$ cat src/rtl/ofmap_demux.sv
// rtl/ofmap_demux.sv - reassembles serialized row beats into per-channel tiles
// and hands them downstream one channel at a time.
module ofmap_demux #(
    parameter int CHANNEL_N = 2,
    parameter int POX       = 4,
    parameter int POY       = 4,
    localparam int RW       = $clog2(POY + 1),
    localparam int CW       = $clog2(CHANNEL_N),
    localparam int RCW      = (POY > 1) ? $clog2(POY) : 1,
    localparam int BW       = POX * 16
) (
    input  logic                    clk,
    input  logic                    rst,
    input  logic [RW-1:0]           cfg_rows,
    input  logic [BW-1:0]           in_data,
    input  logic                    in_valid,
    output logic                    in_ready,
    output logic [POY*BW-1:0]       out_tile,
    output logic [CW-1:0]           out_ch,
    output logic                    out_valid,
    input  logic                    out_ready,
    output logic                    err_drop
);

    typedef enum logic {FILL, DRAIN} state_t;

    state_t                                  state_q, state_d;
    logic [RCW-1:0]                          row_q, row_d;
    logic [CW-1:0]                           ch_q, ch_d;
    logic [CW-1:0]                           drain_q, drain_d;
    logic [RW-1:0]                           rows_lat_q, rows_lat_d;
    logic                                    err_q, err_d;
    logic [CHANNEL_N-1:0][POY-1:0][BW-1:0]   mem_q, mem_d;

    logic [RW-1:0] cfg_clamped;
    logic [RW-1:0] rows_eff;
    logic          first_beat;
    logic          accept;
    logic          last_row;
    logic          last_ch;

    always_comb begin
        cfg_clamped = ((cfg_rows == '0) || (cfg_rows > RW'(POY))) ? RW'(POY) : cfg_rows;
        first_beat  = (state_q == FILL) && (ch_q == '0) && (row_q == '0);
        // The first beat of a group must compare against the new row count.
        rows_eff    = first_beat ? cfg_clamped : rows_lat_q;
        accept      = in_valid && (state_q == FILL);
        last_row    = (RW'(row_q) == (rows_eff - RW'(1)));
        last_ch     = (ch_q == CW'(CHANNEL_N - 1));

        state_d    = state_q;
        row_d      = row_q;
        ch_d       = ch_q;
        drain_d    = drain_q;
        rows_lat_d = rows_lat_q;
        err_d      = err_q | (in_valid && (state_q != FILL));
        mem_d      = mem_q;

        if (accept) begin
            if (first_beat) begin
                rows_lat_d = cfg_clamped;
                mem_d      = '0;
            end
            mem_d[ch_q][row_q] = in_data;
            if (last_row) begin
                row_d = '0;
                if (last_ch) begin
                    ch_d    = '0;
                    state_d = DRAIN;
                end else begin
                    ch_d = ch_q + CW'(1);
                end
            end else begin
                row_d = row_q + RCW'(1);
            end
        end

        if ((state_q == DRAIN) && out_ready) begin
            if (drain_q == CW'(CHANNEL_N - 1)) begin
                drain_d = '0;
                state_d = FILL;
            end else begin
                drain_d = drain_q + CW'(1);
            end
        end
    end

    always_ff @(posedge clk) begin
        if (rst) begin
            state_q    <= FILL;
            row_q      <= '0;
            ch_q       <= '0;
            drain_q    <= '0;
            rows_lat_q <= '0;
            err_q      <= 1'b0;
            mem_q      <= '0;
        end else begin
            state_q    <= state_d;
            row_q      <= row_d;
            ch_q       <= ch_d;
            drain_q    <= drain_d;
            rows_lat_q <= rows_lat_d;
            err_q      <= err_d;
            mem_q      <= mem_d;
        end
    end

    assign in_ready  = (state_q == FILL);
    assign out_valid = (state_q == DRAIN);
    assign out_tile  = mem_q[drain_q];
    assign out_ch    = drain_q;
    assign err_drop  = err_q;

endmodule

$ cat config.mk
export PLATFORM = sky130hd
export DESIGN_NAME = ofmap_demux
export DESIGN_NICKNAME = d
export VERILOG_FILES = /design/src/rtl/ofmap_demux.sv
export SDC_FILE = /design/constraint.sdc
export NUM_CORES = 1
export LEC_CHECK = 0
export CAP_MARGIN = 20
export CORE_MARGIN = 1.5
export CORE_UTILIZATION = 50
export DETAILED_ROUTE_END_ITERATION = 7
export MAX_ROUTING_LAYER = met4
export PLACE_DENSITY = 0.78
export SETUP_SLACK_MARGIN = 0.4
export SYNTH_ARGS = -nofsm -noshare
export SYNTH_HDL_FRONTEND = slang
export SYNTH_SLANG_ARGS = --single-unit
$ cat constraint.sdc
create_clock -name clk -period 7.79 [get_ports clk]
set_input_delay 1.558 -clock clk [delete_from_list [all_inputs] [get_ports clk]]
set_output_delay 1.558 -clock clk [all_outputs]
set_load 0.1 [all_outputs]
[Word level (Yosys, flattened, before mapping)]
Index checks and enable logic that the tools add are counted.
Operators by class
  add/sub/neg operators: 4
  multipliers: 0
  divide/modulo/power cells: 0
  order comparisons: 6
  equality and inequality tests: 1
  shift operators: 0
  multiplexer cells: 19
  bitwise logic cells: 3
  reduce and logical (&&, ||, !) cells: 11
Operators with widths (count)
  2-to-1 mux 512 bit: 2
  2-to-1 mux 256 bit: 3
  bitwise mux 512 bit: 1
  demux 256 bit (select 1 bit): 1
  demux 64 bit (select 2 bit): 1
  2-to-1 mux 64 bit: 1
  logical AND 1 bit: 7
  2-to-1 mux 1 bit: 7
  2-to-1 mux 3 bit: 2
  < comparator 1 x 2 -> 1 bit, second input constant: 2
  equality test 2 x 3 -> 1 bit: 1
  greater-than comparator 3 bit, second input constant: 1
  logical NOT 3 bit: 1
  < comparator 2 x 3 -> 1 bit, second input constant: 1
  subtractor 3 x 1 -> 3 bit, second input constant: 1
  adder 1 bit, second input constant: 2
  adder 2 x 1 -> 2 bit, second input constant: 1
  greater-or-equal comparator 2 x 1 -> 1 bit, second input constant: 1
  logical NOT 2 bit: 1
  2-to-1 mux 2 bit: 1
  NOT 1 bit: 2
  AND reduction 2 bit: 1
  greater-or-equal comparator 1 bit, second input constant: 1
  logical OR 1 bit: 1
  OR 1 bit: 1
Word-level totals
  register bits: 521
  bits in latches: 0
  RAM bits: 0
  ROM bits: 0
  input port bits: 71
  output and inout port bits: 260
  word-level logic and storage cells: 58
  memories kept: 0

[Logic depth before layout (Yosys ltp)]
Gate-level depths: netlist (run 1).
  depth after elaboration: 10
  gate-level depth with buffers: 9
  gate-level depth less buffers: 8

[Worst setup path before layout (run 1)]
No wires, ideal clock.
  path kind: reg-to-output
  start: register drain_q, in the netlist out_ch
  end: output out_tile[199]
  arrival time: 2.469 ns
  data required time: 6.232 ns
  setup slack: 3.763 ns
  stages on the path, launching flop included: 5
  path buffers: 3
  cell sequence: dfxtp_1 -> clkbuf_1 -> clkbuf_1 -> buf_1 -> mux2_2
Between the ends
  word-level cells in the longest chain between the ends: 2
RTL lines
  start: declaration: RTL line 30  | logic [CW-1:0] drain_q, drain_d;
  start signal: assignment: RTL line 101  | drain_q <= drain_d;
  2-to-1 mux 256 bit (not written as such) (2 in a row): RTL line 110  | assign out_tile = mem_q[drain_q];
  end: declaration: RTL line 18  | output logic [POY*BW-1:0] out_tile,
No other way between the ends. The select of a mux whose other input is x is not followed.

[Worst setup path after layout (run 1)]
  start: register drain_q, in the netlist out_ch
  end: output out_tile[245]
The elaborated chain is that of the path after synthesis.

==> results.md, run 1 <==
- Sequential area share after synthesis: 48.1%
- Total GRT Usage: 30.5%
- Top cell type's share of synthesized area: 48.1%
- DP HPWL: 39,100 um
- Comb power frac: 19.0%
- Most common cell in the synthesized netlist: dfxtp_1
- Pwr/cell area: 249 nW/um2
- Cell internal pwr: 4.51 mW
- Unrepaired setup endpoints after global routing: false
- Crit path DAT: 3.65 ns
- Drt total wl: 68,800 um
- Via count: 19,700
- Worst-path clk slew: 0.06 ns
- Total gr overflow: 0
- Skew final: 0.0224 ns
- Post-CTS setup buffer count: 0
- Initial antenna violation count: 2
- Worst setup EP type: output port
- Max_slew headroom: 16.0%
- Compound-Gate Fraction of Synth Area: 13.1%
- Worst Setup Path Type: register to output port
- Top_reg_cell synth: dfxtp_1
- Mapped cell area: 21,700 um2
- Final hold vios: 0
- Cell taking the most area after synthesis: dfxtp_1
- Fin crit share: 66.9%
- Core area: 43,000 um2
- Syn Area/Cell: 8.36 um2
- Post-synthesis adder-cell area fraction: 0.346%
- Synth cell types: 30
- Area Overhead vs Synth: 22.8%
- Clock share of power: 38.8%
- Reg power frac: 42.2%
- Initial Util: 50.5%
- CP Max Fanout: 125
- Peak supply drop: 0.000197 V
- Max Buffers Root-to-Sink: 3
- Number of synthesized flops with an enable pin: 0
- # clock sinks: 521
- Detailed Route Iter0 Violations: 2,044
- I/O pins: 331
- Post-Synth XOR/XNOR Area: 0.202%
- WL per Instance: 20.6 um
- Setup TNS Final: 0 ns
- Synth cell count leaders: dfxtp_1, nand2_1, a21oi_1, nand3_1, mux2_2
- Drt drc: 0
- Top area cells in the synthesized netlist: dfxtp_1, mux2_2, a21oi_1, nand2_1, nand3_1
- Sw Share: 32.0%
- Max Freq: 0.192 GHz
- Crit path required time: 6.23 ns
- Max-Cap Viols: 0
- Synth Instances: 2,595
- Die area: 44,700 um2
- Die width: 211 um
- TritonCTS clock tree: done
- Fin crit period: 5.21 ns
- Largest family of logic cells by synthesized area: simple AND/OR/NAND/NOR gates
- Post-synthesis simple-gate area fraction: 19.3%
- Vias in the first global route: 19,000
- First-pass GRT wire length: 105,000 um
- Static leakage: 9.10 nW
- Post_cts resized: 0
- Clock root buffer: clkbuf_16
- Final #Nets: 2,780
- Worst hold slack: 0.450 ns
- Synth Net Count: 2,672
- Via density: 5.93
- HP Class: register to register
- First-pass detailed-route iteration total: 5
- Worst-skew pair later-pin latency: 0.60 ns
- Die height: 211 um
- Final number of setup-violating endpoints: 0
- Post-synthesis mux area share: 13.4%
- # hold bufs at CTS: 0
- FP Rows: 76
- Status: completed
- Max-slew violations: 0
- Htree depth: 2
- Pin count of the biggest net entering global routing: 255
- Post-synthesis register bit count: 521
- Antenna Nets Post-Route: 0
- Worst Max-Slew Pin Slew: 1.26 ns
- Async SR Flop Fraction: 0%
- Total Power: 6.63 mW
- Fraction of layout cells with a size suffix above 1: 14.5%
- Port Buffers: 330
- Startpoint Class: register
- Final Wtd Congestion: 0.822
- Yosys Warn Count: 0
- TritonCTS buffer count: 53
- Sw power: 2.12 mW
stage by stage:
stage	instances	cell area [um2]	util (%)	worst slack (ns)
global route	3332	26700	62.0	2.52
CTS	3328	26600	61.9	2.62
floorplan	2595	21700	-	3.76
detailed placement	3231	24800	57.8	3.27
global placement	3231	24800	57.8	3.26
finish	3332	26700	62.0	2.58
cell type report:
cell class	instances	area (um2)
fill	3590	16300
sequential	521	10400
multi-input combinational	1769	10100
timing repair buffer	353	3550
clock buffer	68	1490
tap	585	732
clock inverter	29	270
inverter	5	18.8
antenna	2	5.00
layout by cell type, fill, tap and decap left out, types with 6 or more instances in the layout:
cell type and count:
nand3_1 362, ha_1 6, clkbuf_16 53, mux2_2 256
nand2_1 493, dfxtp_1 519, clkinv_2 17, and2_2 8
buf_4 19, clkdlybuf4s50_1 329, a22oi_1 86, nor2_1 93
a21oi_1 429, clkbuf_8 11
worst paths after layout:
kind,from,endpoint,slack (ns),depth (start not counted)
max,out_ch,out_tile[245],2.58,3
min,mem_q[275],mem_q[275],0.45,2
max reg2reg,ch_q,mem_q[236],4.09,5
min reg2reg,mem_q[275],mem_q[275],0.45,2
registers in the layout, summed over array words and instances, names as in the netlist:
| register | cells |
|---|---|
| ch_q | 1 |
| err_drop | 1 |
| mem_q | 512 |
| out_ch | 1 |
| out_valid | 1 |
| row_q | 2 |
| rows_lat_q | 3 |
critical path, cell delays in order, from the launching register on:
cell,delay [ns]
dfxtp_4,0.78
buf_12,0.55
mux2_2,0.35
clkdlybuf4s50_1,1.14
routing by layer:
metal,global-route usage [%],up-vias,share of wire (%)
met5,-,-,0
met4,13.7,0,3.7
met3,3.80,162,7.9
met2,48.7,996,48
met1,38.9,9524,41
li1,-,9061,-
power groups by stage:
stage | Combinational [mW] | Clock (mW) | Sequential (mW)
final | 1.26 | 2.58 | 2.80
after global routing | 1.30 | 2.70 | 2.80
after CTS | 1.24 | 2.59 | 2.80
after detailed placement | 1.23 | 0 | 2.85
after global placement | 1.22 | 0 | 2.85
after floorplan | 0.919 | 0 | 2.83
cell families (layout without fill, tap and decap cells):
| kind of cell | count (synthesis) | in the layout |
|---|---|---|
| AO/OA/AOI/OAI | 523 | 523 |
| XOR/XNOR | 5 | 5 |
| adder cells (fa/ha/maj) | 6 | 6 |
| buffers and inverters | 305 | 455 |
| flip-flops | 521 | 521 |
| multiplexers | 259 | 259 |
| other | 0 | 2 |
| AND/OR/NAND/NOR | 976 | 976 |
Power figures use the tool's default switching activity.
==> inputs of run 2 (changes only) <==
Clock period 7.79 ns to 5 ns, I/O delays scaled along.
==> results.md, run 2 (synthesis results as in run 1) <==
- Status: completed
- Pwr/cell area: 385 nW/um2
- Total gr overflow: 0
- TritonCTS buffer count: 53
- Initial antenna violation count: 2
- Drt total wl: 69,000 um
- Storage cell area: 10,400 um2
- Post_cts resized: 0
- TritonCTS clock tree: done
- Startpoint Class: register
- Worst-path clk slew: 0.06 ns
- Die area: 44,700 um2
- Largest register FFs: 512
- Stages on the worst setup path: 3
- # hold bufs at CTS: 0
- Crit path required time: 4.00 ns
- Crit path DAT: 3.23 ns
- Vias in the first global route: 19,200
- Max Buffers Root-to-Sink: 3
- Static leakage: 9.20 nW
- CP delay by family, top: buffers and inverters
- Met3 Use GR: 4.81%
- Filler Cells Inserted: 3,535
- Max-slew violations: 0
- Top Registers: mem_q x512, rows_lat_q x3, row_q x2
- First-pass GRT wire length: 106,000 um
- Core area: 43,000 um2
- FF-to-FF path depth: 6
- Worst-skew pair later-pin latency: 0.60 ns
- I/O pins: 331
- Via count: 19,800
- WL per Instance: 20.6 um
- Top reg by flops: mem_q
- Setup TNS Final: 0 ns
- Drt drc: 0
- Final instance area: 26,800 um2
- Final #Nets: 2,796
- Antenna Nets Post-Route: 0
- Worst Setup Path Type: register to output port
- First-pass detailed-route iteration total: 6
- Worst Max-Slew Pin Slew: 1.13 ns
- Post-CTS setup buffer count: 0
- FP Rows: 76
- Final worst slack: 0.773 ns
- Fraction of layout cells with a size suffix above 1: 15.0%
- Crit-path slowest cell: clkdlybuf4s50_1
- Max stage delay on crit path: 1.19 ns
- Met2 usage: 47.9%
- Detailed Route Iter0 Violations: 2,057
- Final number of setup-violating endpoints: 0
- Fin crit period: 4.23 ns
- HP Class: register to register
- Max-Cap Viols: 0
- Most frequent cells in the layout: dfxtp_1, nand2_1, a21oi_1
- Total GRT Usage: 30.9%
- Via density: 5.93
- Fin crit share: 84.5%
- Final non-filler cell total: 3,345
- Max Freq: 0.237 GHz
- Area of the multi-input gates: 10,100 um2
- Worst hold slack: 0.446 ns
- Htree depth: 2
- Port Buffers: 330
- Worst hold stages: 2
- Die width: 211 um
- Area Overhead vs Synth: 23.5%
- # clock sinks: 521
- Clock root buffer: clkbuf_16
- Worst setup EP type: output port
- Pin count of the biggest net entering global routing: 151
- Skew final: 0.0227 ns
- WP buf/inv: 2
- Peak supply drop: 0.000308 V
- Placed cell areas: 25,000 um2
- Setup WS pre-CTS: 1.27 ns
- Final core occ: 62.4%
- Initial Util: 50.5%
- Total Power: 10.3 mW
- Grt met1 use: 39.9%
- DP HPWL: 40,700 um
- Final hold vios: 0
- Most Used Layer, Global Route: met2
- CP cell instances: buf_12 > mux2_2 > clkdlybuf4s50_1
- Unrepaired setup endpoints after global routing: false
- Final Wtd Congestion: 0.819
- Placed Instances: 3,247
- Die height: 211 um
- CP Max Fanout: 55
- Max_slew headroom: 24.2%
- Commonest non-fill, non-tap cell in the layout: dfxtp_1
-- run 2: where the power goes --
group / switching, mW / total [mW] / leakage (nW) / internal [mW]
clock network: 1.66 / 3.98 / 0.841 / 2.32
registers: 0.0730 / 4.34 / 4.21 / 4.27
logic: 1.55 / 2.00 / 4.14 / 0.452
total: 3.28 / 10.3 / 9.20 / 7.04
-- run 2: per-layer routing --
| layer | vias to the layer above | part of all wire (%) |
|---|---|---|
| li1 | 9080 | - |
| met1 | 9553 | 40 |
| met2 | 1046 | 47 |
| met3 | 167 | 8.3 |
| met4 | 0 | 4.0 |
| met5 | - | 0 |
-- run 2: worst register-to-register path, stage by stage, from the launching register on --
cell	delay [ns]
dfxtp_4	0.68
buf_4	0.55
nor2_1	0.27
nand2_2	0.71
buf_4	0.53
nand3_1	0.17
a21oi_1	0.18
-- run 2: area by class of cell --
| cell class | instances | area share [%] |
|---|---|---|
| multi-input cells | 1769 | 37.9 |
| well taps | 585 | 2.73 |
| repair buffers | 369 | 13.9 |
| clock buffers | 84 | 6.06 |
| clock inverters | 10 | 0.425 |
| diodes | 2 | 0.0187 |
| flip-flops and latches | 521 | 38.9 |
| inverters | 5 | 0.0700 |
-- run 2: worst paths after layout --
path,start,to,slack (ns)
hold / removal,mem_q[306],mem_q[306],0.45
setup reg to reg,ch_q,mem_q[113],1.85
hold reg to reg,mem_q[306],mem_q[306],0.45
setup / recovery,out_ch,out_tile[95],0.77
